==> src/rtl/opl3_pkg.sv <==
// Shared OPL3 types: register-write transaction, host-port decode constants and host_if defaults.
package opl3_pkg;

  typedef struct packed {
    logic       valid;
    logic       bank_num;
    logic [7:0] address;
    logic [7:0] data;
  } opl3_reg_wr_t;

  typedef enum logic [1:0] {
    EM_IDLE = 2'd0,
    EM_EMIT = 2'd1,
    EM_HOLD = 2'd2
  } emit_state_e;

  localparam int HOST_FIFO_DEPTH     = 16;
  localparam int HOST_MIN_WR_SPACING = 32;

  // host_address[0] selects the port within a bank
  localparam logic PORT_ADDR = 1'b0;
  localparam logic PORT_DATA = 1'b1;

  // NEW register: the only bank-1 register reachable while in OPL2 mode
  localparam logic [7:0] NEW_REG_ADDR = 8'h05;

endpackage

==> src/rtl/sync_fifo.sv <==
// Synchronous FIFO with registered read data; storage has no reset so it can map to RAM.
module sync_fifo #(
  parameter int WIDTH = 8,
  parameter int DEPTH = 16
) (
  input  logic                   clk,
  input  logic                   reset,
  input  logic                   push,
  input  logic                   pop,
  input  logic [WIDTH-1:0]       din,
  output logic [WIDTH-1:0]       dout,
  output logic                   full,
  output logic                   empty,
  output logic [$clog2(DEPTH):0] count
);

  localparam int AW = $clog2(DEPTH);

  logic [WIDTH-1:0] mem [DEPTH];

  logic [AW-1:0]    wr_ptr_q, wr_ptr_d;
  logic [AW-1:0]    rd_ptr_q, rd_ptr_d;
  logic [AW:0]      count_q, count_d;
  logic [WIDTH-1:0] dout_q, dout_d;
  logic             push_ok, pop_ok;

  assign full    = (count_q == (AW+1)'(DEPTH));
  assign empty   = (count_q == '0);
  assign push_ok = push && !full;
  assign pop_ok  = pop && !empty;

  always_comb begin
    wr_ptr_d = wr_ptr_q + AW'(push_ok);
    rd_ptr_d = rd_ptr_q + AW'(pop_ok);
    count_d  = count_q + (AW+1)'(push_ok) - (AW+1)'(pop_ok);
    dout_d   = dout_q;
    if (pop_ok) dout_d = mem[rd_ptr_q];
  end

  always_ff @(posedge clk) begin
    if (push_ok) mem[wr_ptr_q] <= din;
  end

  always_ff @(posedge clk) begin
    if (reset) begin
      wr_ptr_q <= '0;
      rd_ptr_q <= '0;
      count_q  <= '0;
      dout_q   <= '0;
    end else begin
      wr_ptr_q <= wr_ptr_d;
      rd_ptr_q <= rd_ptr_d;
      count_q  <= count_d;
      dout_q   <= dout_d;
    end
  end

  assign dout  = dout_q;
  assign count = count_q;

endmodule

==> src/rtl/host_if.sv <==
// OPL3 host bus front end: decodes address/data port writes into a FIFO of register writes
// and emits them with a guaranteed minimum spacing; also serves the status register read.
module host_if
  import opl3_pkg::*;
#(
  parameter int FIFO_DEPTH     = HOST_FIFO_DEPTH,
  parameter int MIN_WR_SPACING = HOST_MIN_WR_SPACING
) (
  input  logic         clk,
  input  logic         reset,
  input  logic [1:0]   host_address,
  input  logic [7:0]   host_data_in,
  input  logic         host_wr,
  input  logic         host_rd,
  output logic [7:0]   host_data_out,
  output logic         host_wr_ready,
  output logic         fifo_overflow,
  input  logic         irq,
  input  logic         ft1,
  input  logic         ft2,
  output opl3_reg_wr_t opl3_reg_wr
);

  localparam int CW = $clog2(FIFO_DEPTH) + 1;
  localparam int HW = $clog2(MIN_WR_SPACING) + 1;
  localparam logic [HW-1:0] HOLD_LOAD = HW'(MIN_WR_SPACING - 2);
  localparam bit SKIP_HOLD = (MIN_WR_SPACING == 2);

  logic [7:0]    addr_latch_q, addr_latch_d;
  logic          bank_latch_q, bank_latch_d;
  logic          new_shadow_q, new_shadow_d;
  logic [7:0]    host_data_out_q, host_data_out_d;
  logic          wr_ready_q, wr_ready_d;
  logic          fifo_overflow_q, fifo_overflow_d;
  emit_state_e   state_q, state_d;
  logic [HW-1:0] holdoff_q, holdoff_d;
  opl3_reg_wr_t  reg_wr_q, reg_wr_d;

  logic          addr_wr, data_wr, bank_eff, push, pop;
  logic          fifo_full, fifo_empty;
  logic [16:0]   fifo_din, fifo_dout;
  logic [CW-1:0] fifo_count, count_next;

  assign addr_wr  = host_wr && (host_address[0] == PORT_ADDR);
  assign data_wr  = host_wr && (host_address[0] == PORT_DATA);
  // OPL2 mode (NEW=0) folds bank-1 writes onto bank 0, except the NEW register itself
  assign bank_eff = bank_latch_q && (new_shadow_q || (addr_latch_q == NEW_REG_ADDR));
  assign push     = data_wr && !fifo_full;
  assign fifo_din = {bank_eff, addr_latch_q, host_data_in};

  sync_fifo #(
    .WIDTH (17),
    .DEPTH (FIFO_DEPTH)
  ) u_fifo (
    .clk   (clk),
    .reset (reset),
    .push  (push),
    .pop   (pop),
    .din   (fifo_din),
    .dout  (fifo_dout),
    .full  (fifo_full),
    .empty (fifo_empty),
    .count (fifo_count)
  );

  always_comb begin
    addr_latch_d    = addr_latch_q;
    bank_latch_d    = bank_latch_q;
    new_shadow_d    = new_shadow_q;
    host_data_out_d = host_data_out_q;
    fifo_overflow_d = data_wr && fifo_full;

    if (addr_wr) begin
      addr_latch_d = host_data_in;
      bank_latch_d = host_address[1];
    end
    if (push && bank_eff && (addr_latch_q == NEW_REG_ADDR)) new_shadow_d = host_data_in[0];

    if (host_rd) begin
      host_data_out_d = (host_address[0] == PORT_ADDR) ? {irq, ft1, ft2, 5'b0} : 8'h00;
    end

    count_next = fifo_count + CW'(push) - CW'(pop);
    wr_ready_d = (count_next != CW'(FIFO_DEPTH));
  end

  always_comb begin
    state_d        = state_q;
    holdoff_d      = holdoff_q;
    pop            = 1'b0;
    reg_wr_d       = reg_wr_q;
    reg_wr_d.valid = 1'b0;

    unique case (state_q)
      EM_IDLE: begin
        if (!fifo_empty) begin
          pop     = 1'b1;
          state_d = EM_EMIT;
        end
      end
      EM_EMIT: begin
        reg_wr_d.valid    = 1'b1;
        reg_wr_d.bank_num = fifo_dout[16];
        reg_wr_d.address  = fifo_dout[15:8];
        reg_wr_d.data     = fifo_dout[7:0];
        if (SKIP_HOLD) begin
          state_d = EM_IDLE;
        end else begin
          holdoff_d = HOLD_LOAD;
          state_d   = EM_HOLD;
        end
      end
      EM_HOLD: begin
        // leave when the count reaches zero so the emit-to-emit period is exactly MIN_WR_SPACING
        holdoff_d = holdoff_q - HW'(1);
        if (holdoff_q <= HW'(1)) state_d = EM_IDLE;
      end
      default: state_d = EM_IDLE;
    endcase
  end

  always_ff @(posedge clk) begin
    if (reset) begin
      addr_latch_q    <= '0;
      bank_latch_q    <= 1'b0;
      new_shadow_q    <= 1'b0;
      host_data_out_q <= '0;
      wr_ready_q      <= 1'b1;
      fifo_overflow_q <= 1'b0;
      state_q         <= EM_IDLE;
      holdoff_q       <= '0;
      reg_wr_q        <= '0;
    end else begin
      addr_latch_q    <= addr_latch_d;
      bank_latch_q    <= bank_latch_d;
      new_shadow_q    <= new_shadow_d;
      host_data_out_q <= host_data_out_d;
      wr_ready_q      <= wr_ready_d;
      fifo_overflow_q <= fifo_overflow_d;
      state_q         <= state_d;
      holdoff_q       <= holdoff_d;
      reg_wr_q        <= reg_wr_d;
    end
  end

  assign host_data_out = host_data_out_q;
  assign host_wr_ready = wr_ready_q;
  assign fifo_overflow = fifo_overflow_q;
  assign opl3_reg_wr   = reg_wr_q;

endmodule

==> config.mk <==
export PLATFORM = sky130hd
export DESIGN_NAME = host_if
export DESIGN_NICKNAME = d
export VERILOG_FILES = /design/src/rtl/opl3_pkg.sv /design/src/rtl/sync_fifo.sv /design/src/rtl/host_if.sv
export SDC_FILE = /design/constraint.sdc
export NUM_CORES = 1
export LEC_CHECK = 0
export BUFFER_PORTS_ARGS = -buffer_cell sky130_fd_sc_hd__buf_4
export CORE_MARGIN = 3
export CORE_UTILIZATION = 54
export CTS_CLUSTER_SIZE = 24
export DETAILED_ROUTE_END_ITERATION = 8
export PLACE_DENSITY = 0.71
export SYNTH_ARGS = -nofsm -noshare
export SYNTH_HDL_FRONTEND = slang
export SYNTH_SLANG_ARGS = --single-unit
==> constraint.sdc <==
create_clock -name clk -period 6.78 [get_ports clk]
set_input_delay 1.017 -clock clk [delete_from_list [all_inputs] [get_ports clk]]
set_output_delay 1.017 -clock clk [all_outputs]
set_load 0.02 [all_outputs]
==> flow_summary_export.csv <==
group,metric,value,unit
run_status,status,"finished clean",
cells_and_area,synthToLayoutAreaGrowth,14.5,%
worst_setup_path,path_cells,"buf_4, mux4_2, mux2i_1, nor2_1, a221o_1",
clock_network,cts.sinks,343,
clock_network,post_cts_buffers,0,
power_and_ir_drop,powerDensity,381,mW/mm2
cells_and_area,antenna_cells,0,
drt,dr.pass1.iters,5,
floorplanning,initial_core_util,55.1,%
clock_network,cts.repair.resized,0,
logic_synthesis,synth_area,0.0134,mm2
sta,fin_worst_skew,0.0127,ns
cells_and_area,stdcell_count,1153,
drt,wire_per_inst,24.3,um
clock_network,clkTransAtPathRegs,0.06,ns
sta,setup_ws,3.89,ns
logic_synthesis,synth-edff-count,272,
clock_network,cts_root_buf,"clkbuf_16",
worst_setup_path,startpoint_type,"register",
floorplanning,rows,57,
logic_synthesis,syn_avg_cell_area,17.9,um2
floorplanning,io_pins,45,
floorplanning,chipWidth,164,um
clock_network,cts_hold_buf,0,
place,pre_cts_ws,3.78,ns
floorplanning,die_h,164,um
clock_network,cts_max_path_buffers,3,
sta,slew_violations,0,
worst_setup_path,crit_type,"reg2reg",
clock_network,clkLatencyLatePin,0.51,ns
logic_synthesis,ys_seq_area_share,71.6,%
floorplanning,fp.dieArea,0.0267,mm2
global_route,grt_overflow,0,
logic_synthesis,synth-async-reset-ratio,0,%
sta,worstMarginPinSlew,1.23,ns
clock_network,cts_tree,"yes",
sta,holdWs,0.498,ns
sta,max_freq,346,MHz
floorplanning,coreArea,0.0243,mm2
logic_synthesis,ys_warn_count,0,
logic_synthesis,synthCells,748,
worst_setup_path,worstPathRequired,7.17,ns
clock_network,cts_buffers,35,
sta,rsz0062_at_grt,"no",
drt,drcViolationCount,0,
sta,hold_viol,0,
worst_setup_path,cp-end-kind,"register",
worst_setup_path,critPathMaxFanout,35,
cells_and_area,fin_nets,842,
drt,drt_wl_total,28.0,mm
worst_setup_path,cp.arrival,3.28,ns
cells_and_area,num-fill-cells,1641,
place,port_buffers,39,
drt,antenna_left,0,
power_and_ir_drop,leakagePower,5.07,nW
power_and_ir_drop,power,5.85,mW
place,gp_congestion,0.847,
global_route,grt_pass1_vias,7198,
drt,dr_total_vias,6924,
place,dpl.hpwl,16.8,mm
global_route,grt_max_degree,71,
worst_setup_path,crit_slowest_cell,"dfxtp_4",
logic_synthesis,ys.flop_type,"edfxtp_1",
cells_and_area,final_util,63.1,%
place,dp_cells,1091,
logic_synthesis,synthDistinctLibCells,45,
worst_setup_path,max_stage_delay,0.81,ns
sta,relSlewSlack,17.7,%
sta,finalSetupTns,0,ns
sta,setup_viol,0,
sta,fin_crit_sh,42.6,%
global_route,grt_pass1_wl,43.1,mm
worst_setup_path,critPathTopFamily,"flip-flops",
drt,vias_per_cell,6.01,
logic_synthesis,synth_seq_cells,343,
sta,fin_crit,2.89,ns
cells_and_area,drive_above_1_share,25.8,%
drt,first_iter_violations,677,
clock_network,h-tree-depth,2,
global_route,antenna_found_initial,0,
cells_and_area,final_area,0.0153,mm2
job,cap_viol_max_count,0,
global_route,grt_usage,21.7,%
worst_setup_path,timing.critical_path.buf_inv,1,
power_and_ir_drop,ir_drop,200,uV
hold_path,hold_path.class,"reg2reg",
place,dpl_cell_area,0.0141,mm2
## cell usage after synthesis, types with 4 or more instances
cell / count / area share, %
o21ai_0: 4 / 0.15
dfxtp_1: 71 / 11
mux2i_1: 34 / 2.5
ha_1: 19 / 1.8
xnor2_1: 7 / 0.46
mux4_2: 68 / 11
clkbuf_1: 23 / 0.64
edfxtp_1: 272 / 61
nand3_1: 7 / 0.26
buf_4: 9 / 0.50
a21oi_1: 22 / 0.82
a221o_1: 17 / 1.3
buf_2: 5 / 0.19
nor3_1: 7 / 0.26
mux2_2: 17 / 1.4
nand2_1: 21 / 0.59
nor2_1: 58 / 1.6
nand2b_1: 8 / 0.37
inv_1: 19 / 0.53
buf_1: 4 / 0.11
nor2b_1: 14 / 0.65
## cell type report
| type | instances | area [um2] | area share (%) |
|---|---|---|---|
| multi-input combinational | 346 | 3570 | 23.2 |
| timing repair buffer | 59 | 443 | 2.89 |
| clock inverter | 19 | 283 | 1.84 |
| tap | 324 | 405 | 2.64 |
| sequential | 343 | 9600 | 62.5 |
| clock buffer | 43 | 978 | 6.38 |
| inverter | 19 | 71.3 | 0.465 |
## final timing paths
kind                                       from                           end  slack, ns  cells past startpoint
hold reg to reg    opl3_reg_wr[10]$_SDFFE_PP0P_  opl3_reg_wr[10]$_SDFFE_PP0P_       0.50                      2
hold / removal     opl3_reg_wr[10]$_SDFFE_PP0P_  opl3_reg_wr[10]$_SDFFE_PP0P_       0.50                      2
setup / recovery  u_fifo.rd_ptr_q[0]$_SDFF_PP0_   u_fifo.dout[6]$_SDFFE_PP0P_       3.89                      5
setup reg to reg  u_fifo.rd_ptr_q[0]$_SDFF_PP0_   u_fifo.dout[6]$_SDFFE_PP0P_       3.89                      5
## worst register-to-register path, stage by stage (launching register included)
cell,delay [ns]
dfxtp_4,0.81
buf_4,0.72
mux4_2,0.61
mux2i_1,0.18
nor2_1,0.14
a221o_1,0.32
## where the power goes
group | switching [mW] | leakage [nW] | internal (mW)
sequential | 0.225 | 3.01 | 2.40
clock | 0.769 | 0.612 | 1.30
combinational | 0.558 | 1.45 | 0.595
## registers in the layout (all words and copies together), names as in the netlist
name and cells:
fifo_overflow 1, addr_latch_q 8, holdoff_q 6, state_q 2, u_fifo.mem 272, u_fifo.dout 17
new_shadow_q 1, u_fifo.wr_ptr_q 4, u_fifo.rd_ptr_q 4, host_wr_ready 1, host_data_out 3, opl3_reg_wr 18
u_fifo.count 5, bank_latch_q 1
## cell families after synthesis
group | Yosys count | synth area share, %
compound gates | 55 | 2.96
xor+xnor | 10 | 0.654
fa+ha+maj | 21 | 2.07
buf+inv | 63 | 2.23
flops | 343 | 71.6
mux | 119 | 15.4
other cells | 1 | 0.0280
simple gates | 136 | 5.09
## layout by cell type, fill, tap and decap left out, drive strengths merged, types with 8 or more instances in the layout
cell type and count:
a21oi 22, a221o 17, buf 59, clkbuf 43, clkinv 8, dfxtp 71, edfxtp 272, ha 19
inv 20, mux2 17, mux2i 34, mux4 68, nand2 21, nand2b 8, nor2 58, nor2b 14
## routing by layer
layer  global-route usage, %  routed length [um]
met1                    30.3               11800
met2                    34.5               13400
met3                    4.92                2220
met4                    7.19                 699
met5                       0                   0
No activity file was read; power rests on OpenSTA's default activity.
